==> config.mk <==
export PLATFORM = sky130hd
export DESIGN_NAME = multicycle_ctrl
export DESIGN_NICKNAME = d
export VERILOG_FILES = /design/src/rtl/riscv_ctrl_pkg.sv /design/src/rtl/multicycle_ctrl_op_class.sv /design/src/rtl/multicycle_ctrl.sv
export SDC_FILE = /design/constraint.sdc
export NUM_CORES = 1
export LEC_CHECK = 0
export BUFFER_PORTS_ARGS = -buffer_cell sky130_fd_sc_hd__clkbuf_2
export CORE_ASPECT_RATIO = 1.2
export CORE_UTILIZATION = 30
export DETAILED_ROUTE_END_ITERATION = 6
export PLACE_DENSITY_LB_ADDON = 0.2
export REMOVE_ABC_BUFFERS = 1
export SYNTH_ARGS = -nofsm -noshare
export SYNTH_HDL_FRONTEND = slang
export SYNTH_SLANG_ARGS = --single-unit
==> constraint.sdc <==
create_clock -name clk -period 2.3 [get_ports clk]
set_input_delay 0.115 -clock clk [delete_from_list [all_inputs] [get_ports clk]]
set_output_delay 0.115 -clock clk [all_outputs]
set_load 0.005 [all_outputs]
==> src/rtl/riscv_ctrl_pkg.sv <==
// Shared encodings for the multicycle RV32I control sequencer: states, opcodes,
// instruction classes and the datapath mux select codes.
package riscv_ctrl_pkg;

    typedef enum logic [2:0] {
        ST_FETCH  = 3'd0,
        ST_DECODE = 3'd1,
        ST_EXEC   = 3'd2,
        ST_MEM    = 3'd3,
        ST_WB     = 3'd4,
        ST_HALT   = 3'd5
    } state_t;

    typedef enum logic [2:0] {
        CLS_R     = 3'd0,
        CLS_I     = 3'd1,
        CLS_LOAD  = 3'd2,
        CLS_STORE = 3'd3,
        CLS_BR    = 3'd4,
        CLS_JAL   = 3'd5,
        CLS_JALR  = 3'd6
    } cls_t;

    localparam logic [6:0] OPC_R     = 7'b0110011;
    localparam logic [6:0] OPC_I     = 7'b0010011;
    localparam logic [6:0] OPC_LOAD  = 7'b0000011;
    localparam logic [6:0] OPC_STORE = 7'b0100011;
    localparam logic [6:0] OPC_BR    = 7'b1100011;
    localparam logic [6:0] OPC_JAL   = 7'b1101111;
    localparam logic [6:0] OPC_JALR  = 7'b1100111;

    localparam logic [1:0] ALUOP_R    = 2'b00;
    localparam logic [1:0] ALUOP_I    = 2'b01;
    localparam logic [1:0] ALUOP_ADDR = 2'b10;
    localparam logic [1:0] ALUOP_JUMP = 2'b11;

    localparam logic [1:0] WB_ALU = 2'b00;
    localparam logic [1:0] WB_MEM = 2'b01;
    localparam logic [1:0] WB_PC4 = 2'b10;

    localparam logic [1:0] PC_PLUS4  = 2'b00;
    localparam logic [1:0] PC_TARGET = 2'b01;
    localparam logic [1:0] PC_JALR   = 2'b10;

endpackage

==> src/rtl/multicycle_ctrl_op_class.sv <==
// Combinational opcode-to-class decoder; valid=0 flags an unsupported opcode.
module op_class
    import riscv_ctrl_pkg::*;
(
    input  logic [6:0] opcode,
    output cls_t       cls,
    output logic       valid
);

    always_comb begin
        cls   = CLS_R;
        valid = 1'b1;
        case (opcode)
            OPC_R:     cls = CLS_R;
            OPC_I:     cls = CLS_I;
            OPC_LOAD:  cls = CLS_LOAD;
            OPC_STORE: cls = CLS_STORE;
            OPC_BR:    cls = CLS_BR;
            OPC_JAL:   cls = CLS_JAL;
            OPC_JALR:  cls = CLS_JALR;
            default:   valid = 1'b0;
        endcase
    end

endmodule

==> src/rtl/multicycle_ctrl.sv <==
// Multicycle control sequencer: steps FETCH/DECODE/EXEC/MEM/WB, handles cache
// stalls, halts on illegal opcodes and counts retired instructions.
module multicycle_ctrl
    import riscv_ctrl_pkg::*;
#(
    parameter int CNT_W = 32
) (
    input  logic             clk,
    input  logic             rst,
    input  logic [6:0]       opcode,
    input  logic             branch_taken,
    input  logic             icache_stall,
    input  logic             dcache_stall,
    output logic             icache_read,
    output logic             ir_we,
    output logic             dcache_read,
    output logic             dcache_write,
    output logic             alusrc,
    output logic [1:0]       aluop,
    output logic             regwrite,
    output logic [1:0]       wb_sel,
    output logic             pc_we,
    output logic [1:0]       pc_sel,
    output logic             illegal,
    output logic [CNT_W-1:0] retired
);

    state_t           r_state;
    state_t           w_state_next;
    cls_t             r_cls;
    cls_t             w_dec_cls;
    logic             w_dec_valid;
    logic [CNT_W-1:0] r_retired;

    op_class u_op_class (
        .opcode (opcode),
        .cls    (w_dec_cls),
        .valid  (w_dec_valid)
    );

    always_ff @(posedge clk) begin
        if (rst) begin
            r_state   <= ST_FETCH;
            r_cls     <= CLS_R;
            r_retired <= '0;
        end else begin
            r_state <= w_state_next;
            // Class is captured once; later opcode changes cannot disturb the instruction.
            if (r_state == ST_DECODE) begin
                r_cls <= w_dec_cls;
            end
            if (pc_we) begin
                r_retired <= r_retired + CNT_W'(1);
            end
        end
    end

    assign retired = rst ? '0 : r_retired;

    always_comb begin
        w_state_next = r_state;
        icache_read  = 1'b0;
        ir_we        = 1'b0;
        dcache_read  = 1'b0;
        dcache_write = 1'b0;
        alusrc       = 1'b0;
        aluop        = ALUOP_R;
        regwrite     = 1'b0;
        wb_sel       = WB_ALU;
        pc_we        = 1'b0;
        pc_sel       = PC_PLUS4;
        illegal      = 1'b0;
        // Reset silences every output in the same cycle, aborting any pending request.
        if (!rst) begin
            case (r_state)
                ST_FETCH: begin
                    icache_read = 1'b1;
                    if (!icache_stall) begin
                        ir_we        = 1'b1;
                        w_state_next = ST_DECODE;
                    end
                end
                ST_DECODE: begin
                    w_state_next = w_dec_valid ? ST_EXEC : ST_HALT;
                end
                ST_EXEC: begin
                    case (r_cls)
                        CLS_R: begin
                            aluop        = ALUOP_R;
                            w_state_next = ST_WB;
                        end
                        CLS_I: begin
                            aluop        = ALUOP_I;
                            alusrc       = 1'b1;
                            w_state_next = ST_WB;
                        end
                        CLS_LOAD, CLS_STORE: begin
                            aluop        = ALUOP_ADDR;
                            alusrc       = 1'b1;
                            w_state_next = ST_MEM;
                        end
                        CLS_BR: begin
                            aluop        = ALUOP_ADDR;
                            pc_we        = 1'b1;
                            pc_sel       = branch_taken ? PC_TARGET : PC_PLUS4;
                            w_state_next = ST_FETCH;
                        end
                        CLS_JAL, CLS_JALR: begin
                            aluop        = ALUOP_JUMP;
                            alusrc       = (r_cls == CLS_JALR);
                            regwrite     = 1'b1;
                            wb_sel       = WB_PC4;
                            pc_we        = 1'b1;
                            pc_sel       = (r_cls == CLS_JALR) ? PC_JALR : PC_TARGET;
                            w_state_next = ST_FETCH;
                        end
                        default: w_state_next = ST_FETCH;
                    endcase
                end
                ST_MEM: begin
                    aluop        = ALUOP_ADDR;
                    alusrc       = 1'b1;
                    dcache_read  = (r_cls == CLS_LOAD);
                    dcache_write = (r_cls != CLS_LOAD);
                    if (!dcache_stall) begin
                        if (r_cls == CLS_LOAD) begin
                            w_state_next = ST_WB;
                        end else begin
                            pc_we        = 1'b1;
                            w_state_next = ST_FETCH;
                        end
                    end
                end
                ST_WB: begin
                    regwrite     = 1'b1;
                    pc_we        = 1'b1;
                    wb_sel       = (r_cls == CLS_LOAD) ? WB_MEM : WB_ALU;
                    w_state_next = ST_FETCH;
                end
                ST_HALT: begin
                    illegal = 1'b1;
                end
                default: w_state_next = ST_FETCH;
            endcase
        end
    end

endmodule
Word-level counts from Yosys, hierarchy flattened

Index checks and enable logic that the tools add are counted.

Input bits: 12
Memory bits (writable): 0
Register bits after elaboration: 38
Latch bits: 0
Output and inout bits: 46
Memories: 0
Bits in read-only memories: 0
Word-level logic and storage cells: 79

Multiply operators: 0
Reduce and logical (&&, ||, !) cells: 10
Order comparisons: 0
Bitwise gates (word level): 1
Multiplexer cells: 43
Eq/ne operators: 21
Divide/modulo/power cells: 0
Add/sub/neg operators: 1
Shift-type cells: 0

Operators by type and width:

| operator                                               | number |
|---|---|
| adder 32 x 1 -> 32 bit (second input constant)         | 1 |
| 2-to-1 mux 32 bit                                      | 1 |
| equality test 7 bit (second input constant)            | 3 |
| 2-to-1 mux 1 bit                                       | 21 |
| case mux 3 bit (6 select lines)                        | 1 |
| equality test 3 bit (second input constant)            | 5 |
| case mux 3 bit (5 select lines)                        | 1 |
| equality test 7 x 6 -> 1 bit (second input constant)   | 2 |
| equality test 3 x 2 -> 1 bit (second input constant)   | 4 |
| 2-to-1 mux 2 bit                                       | 6 |
| 2-to-1 mux 3 bit                                       | 4 |
| case mux 2 bit (2 select lines)                        | 3 |
| OR reduction 3 bit                                     | 3 |
| equality test 7 x 2 -> 1 bit (second input constant)   | 1 |
| equality test 7 x 5 -> 1 bit (second input constant)   | 1 |
| OR reduction 7 bit                                     | 1 |
| equality test 3 x 1 -> 1 bit (second input constant)   | 2 |
| logical NOT 3 bit                                      | 2 |
| case mux 1 bit (2 select lines)                        | 3 |
| case mux 2 bit (3 select lines)                        | 1 |
| case mux 3 bit (2 select lines)                        | 1 |
| OR reduction 2 bit                                     | 3 |
| inequality test 2 bit (second input constant)          | 2 |
| inequality test 3 x 2 -> 1 bit (second input constant) | 1 |
| 3 further kinds                                        | 3 |

Depth between registers and ports, before layout

Gate-level depths: netlist of the first run.

Depth in word-level cells: 5
Depth in mapped cells: 8
Depth with buffers taken out: 5

Modules after synthesis

A second synthesis of the first run with hierarchy kept.

Cell total of the unflattened synthesis: 303
Area total of the unflattened synthesis: 2436.1 um2

Modules (own cells, without submodules):

| module          | instances | area an instance (um2) | cells each | seq. area each (um2) |
|---|---|---|---|---|
| multicycle_ctrl | 1         | 2331.0                 | 288        | 760.7 |
| op_class        | 1         | 105.1                  | 15         | 0.0 |

Least setup slack after synthesis of the first run

No wires, ideal clock.

Kind: reg2reg
Start point: register r_state[2]
End point: register r_retired[27]
Clock period less this slack: 1.868 ns
Cell stages (with the launch flop): 8
Buffers on the path: 2
Slack: 0.432 ns
Arrival: 1.736 ns
Setup time: 0.132 ns
Data required time: 2.168 ns
Path through: dfxtp_1 > and2b_4 > nand2b_4 > o31a_4 > clkbuf_1 > clkbuf_1 > o31ai_1 > a21oi_1

Longest elaborated chain between the ends: 3
Elaborated cells on any way between the ends: 5
Those cells by class: eq/ne: 3; mux: 2

RTL lines:

| item                                                                | RTL line              | RTL |
|---|---|---|
| from (decl)                                                         | multicycle_ctrl.sv:28 | `state_t r_state;` |
| from (signal assigned)                                              | multicycle_ctrl.sv:47 | `r_state <= w_state_next;` |
| equality test 3 bit or equality test 3 x 2 -> 1 bit (tied branches) | multicycle_ctrl.sv:75 | `case (r_state)` |
| case mux 1 bit (3 select lines) (*)                                 | multicycle_ctrl.sv:75 |  |
| 2-to-1 mux 1 bit (*)                                                | multicycle_ctrl.sv:74 | `if (!rst) begin` |
| to (signal assigned)                                                | multicycle_ctrl.sv:53 | `r_retired <= r_retired + CNT_W'(1);` |
| to (decl)                                                           | multicycle_ctrl.sv:33 | `logic [CNT_W-1:0] r_retired;` |

Mark *: on every way between the ends. The rest lies on a longest branch, timed or not.
A chain may end at the register's enable or synchronous reset.

Worst setup path after layout of the first run

Start point: register r_cls[0]
End point: register r_retired[9]

Longest elaborated chain between the ends: 5
Elaborated cells on any way between the ends: 10
Those cells by class: eq/ne: 4; mux: 5; reduce/logical: 1

RTL lines:

| item                                                                    | RTL line                                      | RTL |
|---|---|---|
| from (decl)                                                             | multicycle_ctrl.sv:30                         | `cls_t r_cls;` |
| from (signal assigned)                                                  | multicycle_ctrl.sv:50                         | `r_cls <= w_dec_cls;` |
| equality test 3 bit or equality test 3 x 2 -> 1 bit (tied branches)     | multicycle_ctrl.sv:87, multicycle_ctrl.sv:126 |  |
| OR reduction 3 bit (no source line) or 2-to-1 mux 1 bit (tied branches) | -                                             |  |
| 2-to-1 mux 1 bit (on tied branches)                                     | multicycle_ctrl.sv:87, multicycle_ctrl.sv:125 |  |
| case mux 1 bit (3 select lines) (*)                                     | multicycle_ctrl.sv:75                         |  |
| 2-to-1 mux 1 bit (*)                                                    | multicycle_ctrl.sv:74                         |  |

Marked as above.

==> impl_metrics.toml, run 1 <==
[sta]
fin_hold_viols = 0
timing.setup.tns_ps = 0
tightestPinTransition_ps = 647
rsz0062_at_grt = "no"
timing.final.setup_violations = 0
timing.final.max_slew_violations = 0
max_freq_mhz = 473
timing.hold.ws_ps = 123
min_period_ps = 2120
slew_headroom = 0.569
fin_skew_ps = 4.87
post-route-period-util = 0.920

[grt]
largest_net_degree_at_the_start_of_global_routing = 65
antenna_found_initial = 0
grt_util_all_layers = 0.148
grt_pass1_wl_um = 10300
global_route.overflow_total = 0
first_global_vias = 2217

[floorplan]
dieArea_um2 = 8310
initial_core_util = 0.309
placement_rows = 35
die_h_um = 99.6
num_io_pins = 58
fp.dieW_um = 83.4
core_region_area_um2 = 7710

[setup_path]
worst_setup_start_kind = "flip-flop"
critical_path_peak_fanout = 54
cp_data_arrival_time_ps = 2330
timing.critical_path.max_delay_family = "simple AND/OR/NAND/NOR gates"
criticalPathCategory = "reg2reg"
worstPathCellList = "nand2b_2, a21oi_1, o31a_4, or4_1, a21oi_1"
critical-path-max-stage-delay_ps = 560
critPathBufInv = 0
cp_slowest_cell = "sky130_fd_sc_hd__or4_1"
cp-end-kind = "flip-flop"
required_time_at_the_endpoint_of_the_critical_path_ps = 2520
most_repeated_library_cell_on_the_critical_path = "sky130_fd_sc_hd__a21oi_1"

[finish]
fillers = 839
final_common_cell = "sky130_fd_sc_hd__clkbuf_2"
finish.cell_count_without_fillers = 458
fin_nets = 379
layout.area.seq_um2 = 761
antenna_cells = 0
layout-drive-gt1-share = 0.216
final_design_area_no_fill_um2 = 2860
area_of_the_multi_input_gates_um2 = 1480
layout_common_cells = "sky130_fd_sc_hd__clkbuf_2, sky130_fd_sc_hd__a21oi_1, sky130_fd_sc_hd__dfxtp_1, sky130_fd_sc_hd__nor2b_1"
area_growth_pct = 19.9

[synthesis]
yosys_register_bits = 38
synth.lib_cells_used.distinct = 36
synth_area_per_cell_um2 = 7.54
count_of_yosys_warnings_during_synthesis = 0
netlist_area_um2 = 2380
synth_seq_area_share = 0.319
number_of_instances_in_the_synthesized_netlist = 316

[place]
replace_congestion = 0.791
portBuffers = 57
dp.final_hpwl_um = 4180
place_area_um2 = 2750
dpl_cells = 451

[power_and_ir_drop]
static-leakage-power_nw = 1.02
fin_total_pwr_mw = 1.36
power-per-cell-area_nw_per_um2 = 475
ir_worst_vdd_uv = 241

[outcome]
status = "completed"

[clock_tree]
number_of_buffers_between_clock_root_and_the_deepest_sink = 2
path_clk_slew_ps = 70
cts_tree = "yes"
clk_latency_ps = 290
cts_buffers = 5
root_buffer_master = "sky130_fd_sc_hd__clkbuf_8"
tritoncts_num_sinks = 38
htree_num_levels = 2
cts-resized-gates = 0
holdBufCountCts = 0
buffer_count_from_post_cts_setup_fixing = 0

[route]
drcViolationCount = 0
drt-vias-per-instance = 5.54
routed-via-count = 2536
routed_wirelength_um = 6140
antenna_left = 0
dr.pass1.iters = 4
wire_per_inst_um = 13.4
drt-initial-drc-count = 154

[flow_run]
cap_violations = 0

[worst_hold_path]
hold_path_class = "in2reg"
[cell families after synthesis]
logic type,count (synthesis),share of synthesized area
AND/OR/NAND/NOR,158,0.385
AO/OA/AOI/OAI,83,0.217
flip-flops,38,0.319
buffers and inverters,32,0.0583
XOR/XNOR,2,0.00735
multiplexers,2,0.00840
adder cells (fa/ha/maj),1,0.00525
[per-layer routing]
metal	part of all wire	wire [um]	track usage	vias up
met4	0.011	70	0.0438	0
li1	-	-	-	1291
met1	0.46	2830	0.185	1178
met3	0.047	286	0.0266	5
met5	0	0	0	-
met2	0.48	2950	0.258	62
[where the power goes]
group	leakage (nW)	switching [mW]	total [mW]	internal, mW
Clock	0.0573	0.245	0.592	0.347
Combinational	0.654	0.0635	0.0972	0.0337
Sequential	0.306	0.00803	0.669	0.661
[synthesized netlist by cell type]
| cell | n | area, um2 |
|---|---|---|
| sky130_fd_sc_hd__a211o_1 | 1 | 8.76 |
| sky130_fd_sc_hd__a21oi_1 | 39 | 195 |
| sky130_fd_sc_hd__a311oi_1 | 1 | 8.76 |
| sky130_fd_sc_hd__a31o_2 | 1 | 8.76 |
| sky130_fd_sc_hd__a31oi_1 | 2 | 12.5 |
| sky130_fd_sc_hd__a32oi_1 | 1 | 8.76 |
| sky130_fd_sc_hd__and2_1 | 1 | 6.26 |
| sky130_fd_sc_hd__and2b_4 | 1 | 10.0 |
| sky130_fd_sc_hd__and3_1 | 3 | 18.8 |
| sky130_fd_sc_hd__and4_1 | 2 | 17.5 |
| sky130_fd_sc_hd__buf_2 | 3 | 15.0 |
| sky130_fd_sc_hd__buf_6 | 2 | 22.5 |
| sky130_fd_sc_hd__clkbuf_1 | 18 | 67.6 |
| sky130_fd_sc_hd__dfxtp_1 | 38 | 761 |
| sky130_fd_sc_hd__ha_1 | 1 | 12.5 |
| sky130_fd_sc_hd__inv_1 | 9 | 33.8 |
| sky130_fd_sc_hd__mux2i_1 | 2 | 20.0 |
| sky130_fd_sc_hd__nand2_1 | 20 | 75.1 |
| sky130_fd_sc_hd__nand2b_1 | 1 | 6.26 |
| sky130_fd_sc_hd__nand2b_2 | 1 | 8.76 |
| sky130_fd_sc_hd__nand2b_4 | 1 | 13.8 |
| sky130_fd_sc_hd__nand3_1 | 20 | 100 |
| sky130_fd_sc_hd__nand3b_1 | 2 | 15.0 |
| sky130_fd_sc_hd__nand4_1 | 14 | 87.6 |
| sky130_fd_sc_hd__nor2_1 | 19 | 71.3 |
| sky130_fd_sc_hd__nor2b_1 | 32 | 200 |
| sky130_fd_sc_hd__nor3_1 | 5 | 25.0 |
| sky130_fd_sc_hd__nor3_2 | 1 | 10.0 |
| sky130_fd_sc_hd__nor4_1 | 3 | 18.8 |
| sky130_fd_sc_hd__o2111a_1 | 1 | 11.3 |
| sky130_fd_sc_hd__o21ai_0 | 10 | 50.1 |
| sky130_fd_sc_hd__o31a_4 | 1 | 17.5 |
| sky130_fd_sc_hd__o31ai_1 | 26 | 195 |
| sky130_fd_sc_hd__or3_1 | 6 | 37.5 |
| sky130_fd_sc_hd__or4_1 | 26 | 195 |
| sky130_fd_sc_hd__xor2_1 | 2 | 17.5 |
[worst paths after layout]
path	slack, ps	end	start	cells after the start
min reg2reg	480	r_retired[31]	r_retired[31]	2
min	120	r_state[2]	icache_stall	3
max	180	r_retired[9]	r_cls[0]	5
max reg2reg	180	r_retired[9]	r_cls[0]	5
[metrics by stage]
step                 util  worst slack, ps
floorplan               -              399
global placement    0.356              270
detailed placement  0.356              214
CTS                 0.371              190
global route        0.371             57.8
finish              0.371              185
[flip-flops by register name, summed over array words and instances, names as in the netlist]
signal,count
r_cls,3
r_retired,32
r_state,3
[worst min-delay path, delay by kind of cell]
| family | cells | cell delay (ps) |
|---|---|---|
| AO/OA/AOI/OAI | 1 | 120 |
| AND/OR/NAND/NOR | 1 | 50 |
| buffers and inverters | 1 | 100 |
[layout make-up]
cell class | instances | area share
Inverter | 9 | 0.0118
Tap cell | 92 | 0.0403
Multi-Input combinational cell | 246 | 0.519
Clock buffer | 6 | 0.0289
Timing Repair Buffer | 66 | 0.123
Clock inverter | 1 | 0.0105
Sequential cell | 38 | 0.266
(Power assumes the default switching activity.)
==> run 2, diff against run 1 <==
--- a/config.mk
+++ b/config.mk
@@ -5,6 +5,7 @@
 export SDC_FILE = /design/constraint.sdc
 export NUM_CORES = 1
 export LEC_CHECK = 0
+export ABC_AREA = 1
 export BUFFER_PORTS_ARGS = -buffer_cell sky130_fd_sc_hd__clkbuf_2
 export CORE_ASPECT_RATIO = 1.2
 export CORE_UTILIZATION = 30
==> impl_metrics.toml, run 2 <==
[sta]
min_period_ps = 1830
timing.final.max_slew_violations = 0
max_freq_mhz = 546
rsz0062_at_grt = "no"
slew_headroom = 0.526
timing.setup.tns_ps = 0
fin_skew_ps = 7.10
fin_hold_viols = 0
post-route-period-util = 0.797
tightestPinTransition_ps = 711
timing.final.setup_violations = 0
timing.hold.ws_ps = 188

[floorplan]
die_h_um = 108
initial_core_util = 0.310
fp.dieW_um = 90.4
dieArea_um2 = 9770
core_region_area_um2 = 9080
num_io_pins = 58
placement_rows = 38

[finish]
finish.utilization = 0.362
registers.top_by_ff_count = "r_retired"
reg.largest.list = "r_retired: 32 flops, r_cls: 3 flops, r_state: 3 flops"
layout_common_cells = "sky130_fd_sc_hd__nand2_1, sky130_fd_sc_hd__nor2_1, sky130_fd_sc_hd__inv_1, sky130_fd_sc_hd__clkbuf_2, sky130_fd_sc_hd__dfxtp_1"
layout-drive-gt1-share = 0.156
antenna_cells = 0
final_design_area_no_fill_um2 = 3290
fin_nets = 565
final_common_cell = "sky130_fd_sc_hd__nand2_1"
largest_register_ffs = 32
area_growth_pct = 17.0

[setup_path]
critical_path_peak_fanout = 26
cp_data_arrival_time_ps = 1720
cp-end-kind = "output pin"
worst_setup_start_kind = "flip-flop"
criticalPathCategory = "reg2out"
required_time_at_the_endpoint_of_the_critical_path_ps = 2180

[clock_tree]
cts-resized-gates = 0
htree_num_levels = 2
cts_buffers = 5
number_of_buffers_between_clock_root_and_the_deepest_sink = 2
holdBufCountCts = 0
path_clk_slew_ps = 70
clk_latency_ps = 300
root_buffer_master = "sky130_fd_sc_hd__clkbuf_8"
tritoncts_num_sinks = 38
cts_tree = "yes"
buffer_count_from_post_cts_setup_fixing = 0

[route]
wire_per_inst_um = 11.8
drcViolationCount = 0
drt-initial-drc-count = 175
antenna_left = 0
routed_wirelength_um = 7920
routed-via-count = 3134
dr.pass1.iters = 4
drt-vias-per-instance = 4.66

[synthesis]
yosys_register_bits = 38
yosysMostFrequentCell = "sky130_fd_sc_hd__nand2_1"
async_reset_ff_frac = 0
synth_seq_area_share = 0.270
synth.lib_cells_used.distinct = 28
number_of_instances_in_the_synthesized_netlist = 498
synth-edff-count = 0
yosys-top-cells-count = "sky130_fd_sc_hd__nand2_1, sky130_fd_sc_hd__nor2_1, sky130_fd_sc_hd__inv_1, sky130_fd_sc_hd__dfxtp_1, sky130_fd_sc_hd__a21oi_1"
synth_area_per_cell_um2 = 5.65
ys.flop_type = "sky130_fd_sc_hd__dfxtp_1"
cell_types_with_the_largest_area_share_after_synthesis = "sky130_fd_sc_hd__dfxtp_1, sky130_fd_sc_hd__nand2_1, sky130_fd_sc_hd__nor2_1"
count_of_yosys_warnings_during_synthesis = 0
synth_top_cell_by_area = "sky130_fd_sc_hd__dfxtp_1"
netlist_area_um2 = 2810
yosysTopAreaCellShare = 0.270

[power_and_ir_drop]
fin_total_pwr_mw = 1.47
ir_worst_vdd_uv = 209
power-per-cell-area_nw_per_um2 = 446
static-leakage-power_nw = 1.35

[place]
dp.final_hpwl_um = 5970
portBuffers = 57
place_area_um2 = 3180
replace_congestion = 0.869

[grt]
antenna_found_initial = 0
grt_pass1_wl_um = 12700
first_global_vias = 2788
grt_util_all_layers = 0.164
largest_net_degree_at_the_start_of_global_routing = 71
global_route.overflow_total = 0

[flow_run]
cap_violations = 0

[outcome]
status = "completed"

[worst_hold_path]
hold_path_class = "in2reg"
## run 2: cell type report
type                    instances  area (um2)
fillers                      1025        5790
multi-input cells             386        1730
flip-flops and latches         38         761
repair buffers                 60         308
inverters                      61         229
well taps                     120         150
clock buffers                   8         110
## run 2: final timing paths
check,start,endpoint,slack [ps],depth (start not counted)
worst min register to register,r_retired[0],r_retired[0],490,1
worst max-delay path,r_cls[0],pc_we,470,7
worst max register to register,r_retired[0],r_retired[24],480,9
worst min-delay path,dcache_stall,r_state[1],190,5
## run 2: worst max-delay path, cell delays in order (launching register included)
cell,delay [ps]
sky130_fd_sc_hd__dfxtp_1,450
sky130_fd_sc_hd__inv_1,90
sky130_fd_sc_hd__nand3_1,160
sky130_fd_sc_hd__nand3_2,120
sky130_fd_sc_hd__nand2_1,90
sky130_fd_sc_hd__nand2_2,60
sky130_fd_sc_hd__nand2_4,270
sky130_fd_sc_hd__clkbuf_2,180
## run 2: per-stage QoR
stage / instances / setup slack, ps
floorplan: 485 / 908
CTS: 673 / 443
global route: 673 / 304
detailed placement: 665 / 512
global placement: 665 / 520
finish: 673 / 468
## run 2: power by group
part | internal [mW] | leakage (nW) | switching, mW
sequential | 0.674 | 0.307 | 0.0206
combinational | 0.0664 | 0.987 | 0.150
clock | 0.303 | 0.0575 | 0.255
## run 2: layer usage
metal / vias up / GRT usage / routed length, um
li1: 1650 / - / -
met1: 1387 / 0.195 / 3730
met2: 80 / 0.287 / 3660
met3: 17 / 0.0295 / 285
met4: 0 / 0.0737 / 242
met5: - / 0 / 0
## run 2: logic make-up (layout without fill, tap and decap cells)
| family | count (synthesis) | count (layout) | share of synthesized area |
|---|---|---|---|
| DFF | 38 | 38 | 0.270 |
| adders and majority gates | 1 | 1 | 0.00445 |
| xor gates and xnor gates | 8 | 8 | 0.0249 |
| and+or+nand+nor | 326 | 326 | 0.490 |
| buffers and inverters | 74 | 129 | 0.113 |
| AOI/OAI and AO/OA | 51 | 51 | 0.0970 |
==> run 3, diff against run 2 <==
==> constraint.sdc (replaced) <==
create_clock -name clk -period 1.5 [get_ports clk]
set_input_delay 0.075 -clock clk [delete_from_list [all_inputs] [get_ports clk]]
set_output_delay 0.075 -clock clk [all_outputs]
set_load 0.005 [all_outputs]
==> impl_metrics.toml, run 3 (same netlist as run 2, synthesis figures left out) <==
[floorplan]
num_io_pins = 58
placement_rows = 38
core_region_area_um2 = 9080
initial_core_util = 0.310
fp.dieW_um = 90.4
dieArea_um2 = 9770
die_h_um = 108

[route]
drt-vias-per-instance = 4.63
drcViolationCount = 0
routed_wirelength_um = 8610
routed-via-count = 3342
wire_per_inst_um = 11.9
drt-initial-drc-count = 160
antenna_left = 0
dr.pass1.iters = 4

[sta]
max_freq_mhz = 669
rsz0062_at_grt = "yes"
post-route-period-util = 0.996
fin_hold_viols = 0
timing.setup.tns_ps = 0
timing.final.setup_violations = 0
slew_headroom = 0.790
min_period_ps = 1490
fin_skew_ps = 12.1
timing.hold.ws_ps = 154
timing.final.max_slew_violations = 0
tightestPinTransition_ps = 313
setup_ws_ps = 6.03

[setup_path]
worst_setup_start_kind = "flip-flop"
criticalPathCategory = "reg2out"
cp_slowest_cell = "sky130_fd_sc_hd__dfxtp_4"
timing.reg2reg.worst_path_depth = 8
critical_path_peak_fanout = 4
critical-path-max-stage-delay_ps = 370
cp-end-kind = "output pin"
most_repeated_library_cell_on_the_critical_path = "sky130_fd_sc_hd__inv_1"
worstPathCellList = "inv_1, nand3_1, buf_4, inv_1, nor4_1, clkbuf_2"
cp_data_arrival_time_ps = 1420
required_time_at_the_endpoint_of_the_critical_path_ps = 1420

[finish]
layout_common_cells = "sky130_fd_sc_hd__nand2_1, sky130_fd_sc_hd__nor2_1, sky130_fd_sc_hd__clkbuf_2, sky130_fd_sc_hd__inv_1, sky130_fd_sc_hd__buf_4"
layout-drive-gt1-share = 0.309
registers.top_by_ff_count = "r_retired"
finish.cell_count_without_fillers = 722
antenna_cells = 0
finish.utilization = 0.428
fin_nets = 614
fillers = 1006
largest_register_ffs = 32
final_common_cell = "sky130_fd_sc_hd__nand2_1"
final_design_area_no_fill_um2 = 3890
reg.largest.list = "r_retired: 32 flops, r_cls: 3 flops, r_state: 3 flops"
area_growth_pct = 38.3

[place]
preCtsSetupSlack_ps = -50.9
replace_congestion = 0.892
place_area_um2 = 3490
portBuffers = 57
dp.final_hpwl_um = 6290
dpl_cells = 704

[power_and_ir_drop]
static-leakage-power_nw = 1.65
fin_total_pwr_mw = 2.26
power-per-cell-area_nw_per_um2 = 582
ir_worst_vdd_uv = 383

[clock_tree]
cts_tree = "yes"
root_buffer_master = "sky130_fd_sc_hd__clkbuf_8"
holdBufCountCts = 0
clk_latency_ps = 290
cts_buffers = 5
path_clk_slew_ps = 70
htree_num_levels = 2
number_of_buffers_between_clock_root_and_the_deepest_sink = 2
tritoncts_num_sinks = 38

[grt]
antenna_found_initial = 0
global_route.overflow_total = 0
grt_util_all_layers = 0.179
grt_pass1_wl_um = 14100
first_global_vias = 3111
largest_net_degree_at_the_start_of_global_routing = 71

[outcome]
status = "completed"

[flow_run]
cap_violations = 0

[worst_hold_path]
hold_path_class = "in2reg"
holdPathStages = 5
[run 3: layout make-up]
cell class                 count  area [um2]  share of cell area
multi-input combinational    387        1930               0.495
sequential                    38         803               0.207
timing repair buffer         108         684               0.176
inverter                      61         234              0.0602
tap                          120         150              0.0386
clock buffer                   7        86.3              0.0222
clock inverter                 1        5.00             0.00129
[run 3: metal layers]
metal / wire [um] / part of all wire / global-route usage
met5: 0 / 0 / 0
met4: 204 / 0.024 / 0.0553
met3: 310 / 0.036 / 0.0267
met2: 4270 / 0.50 / 0.329
met1: 3820 / 0.44 / 0.216
[run 3: final timing paths]
path / endpoint / startpoint / slack, ps
worst max register to register: r_retired[2] / r_cls[0] / 70
worst min-delay path: r_cls[0] / opcode[4] / 150
worst min register to register: r_retired[31] / r_retired[31] / 490
worst max-delay path: dcache_write / r_cls[0] / 6
[run 3: worst max-delay path, delay by kind of cell, from the launching register on]
family | cells | cell delay [ps]
DFF | 1 | 370
buffers and inverters | 4 | 410
and+or+nand+nor | 2 | 350
[run 3: what timing repair did]
item	CTS	global route
resized for setup	15	68
cloned	1	0
pin swaps	2	9
setup buffers	2	7
endpoints found under the setup margin	11	30
[run 3: power breakdown]
group / internal (mW) / switching (mW)
Combinational: 0.165 / 0.279
Clock: 0.372 / 0.379
Sequential: 1.03 / 0.0359
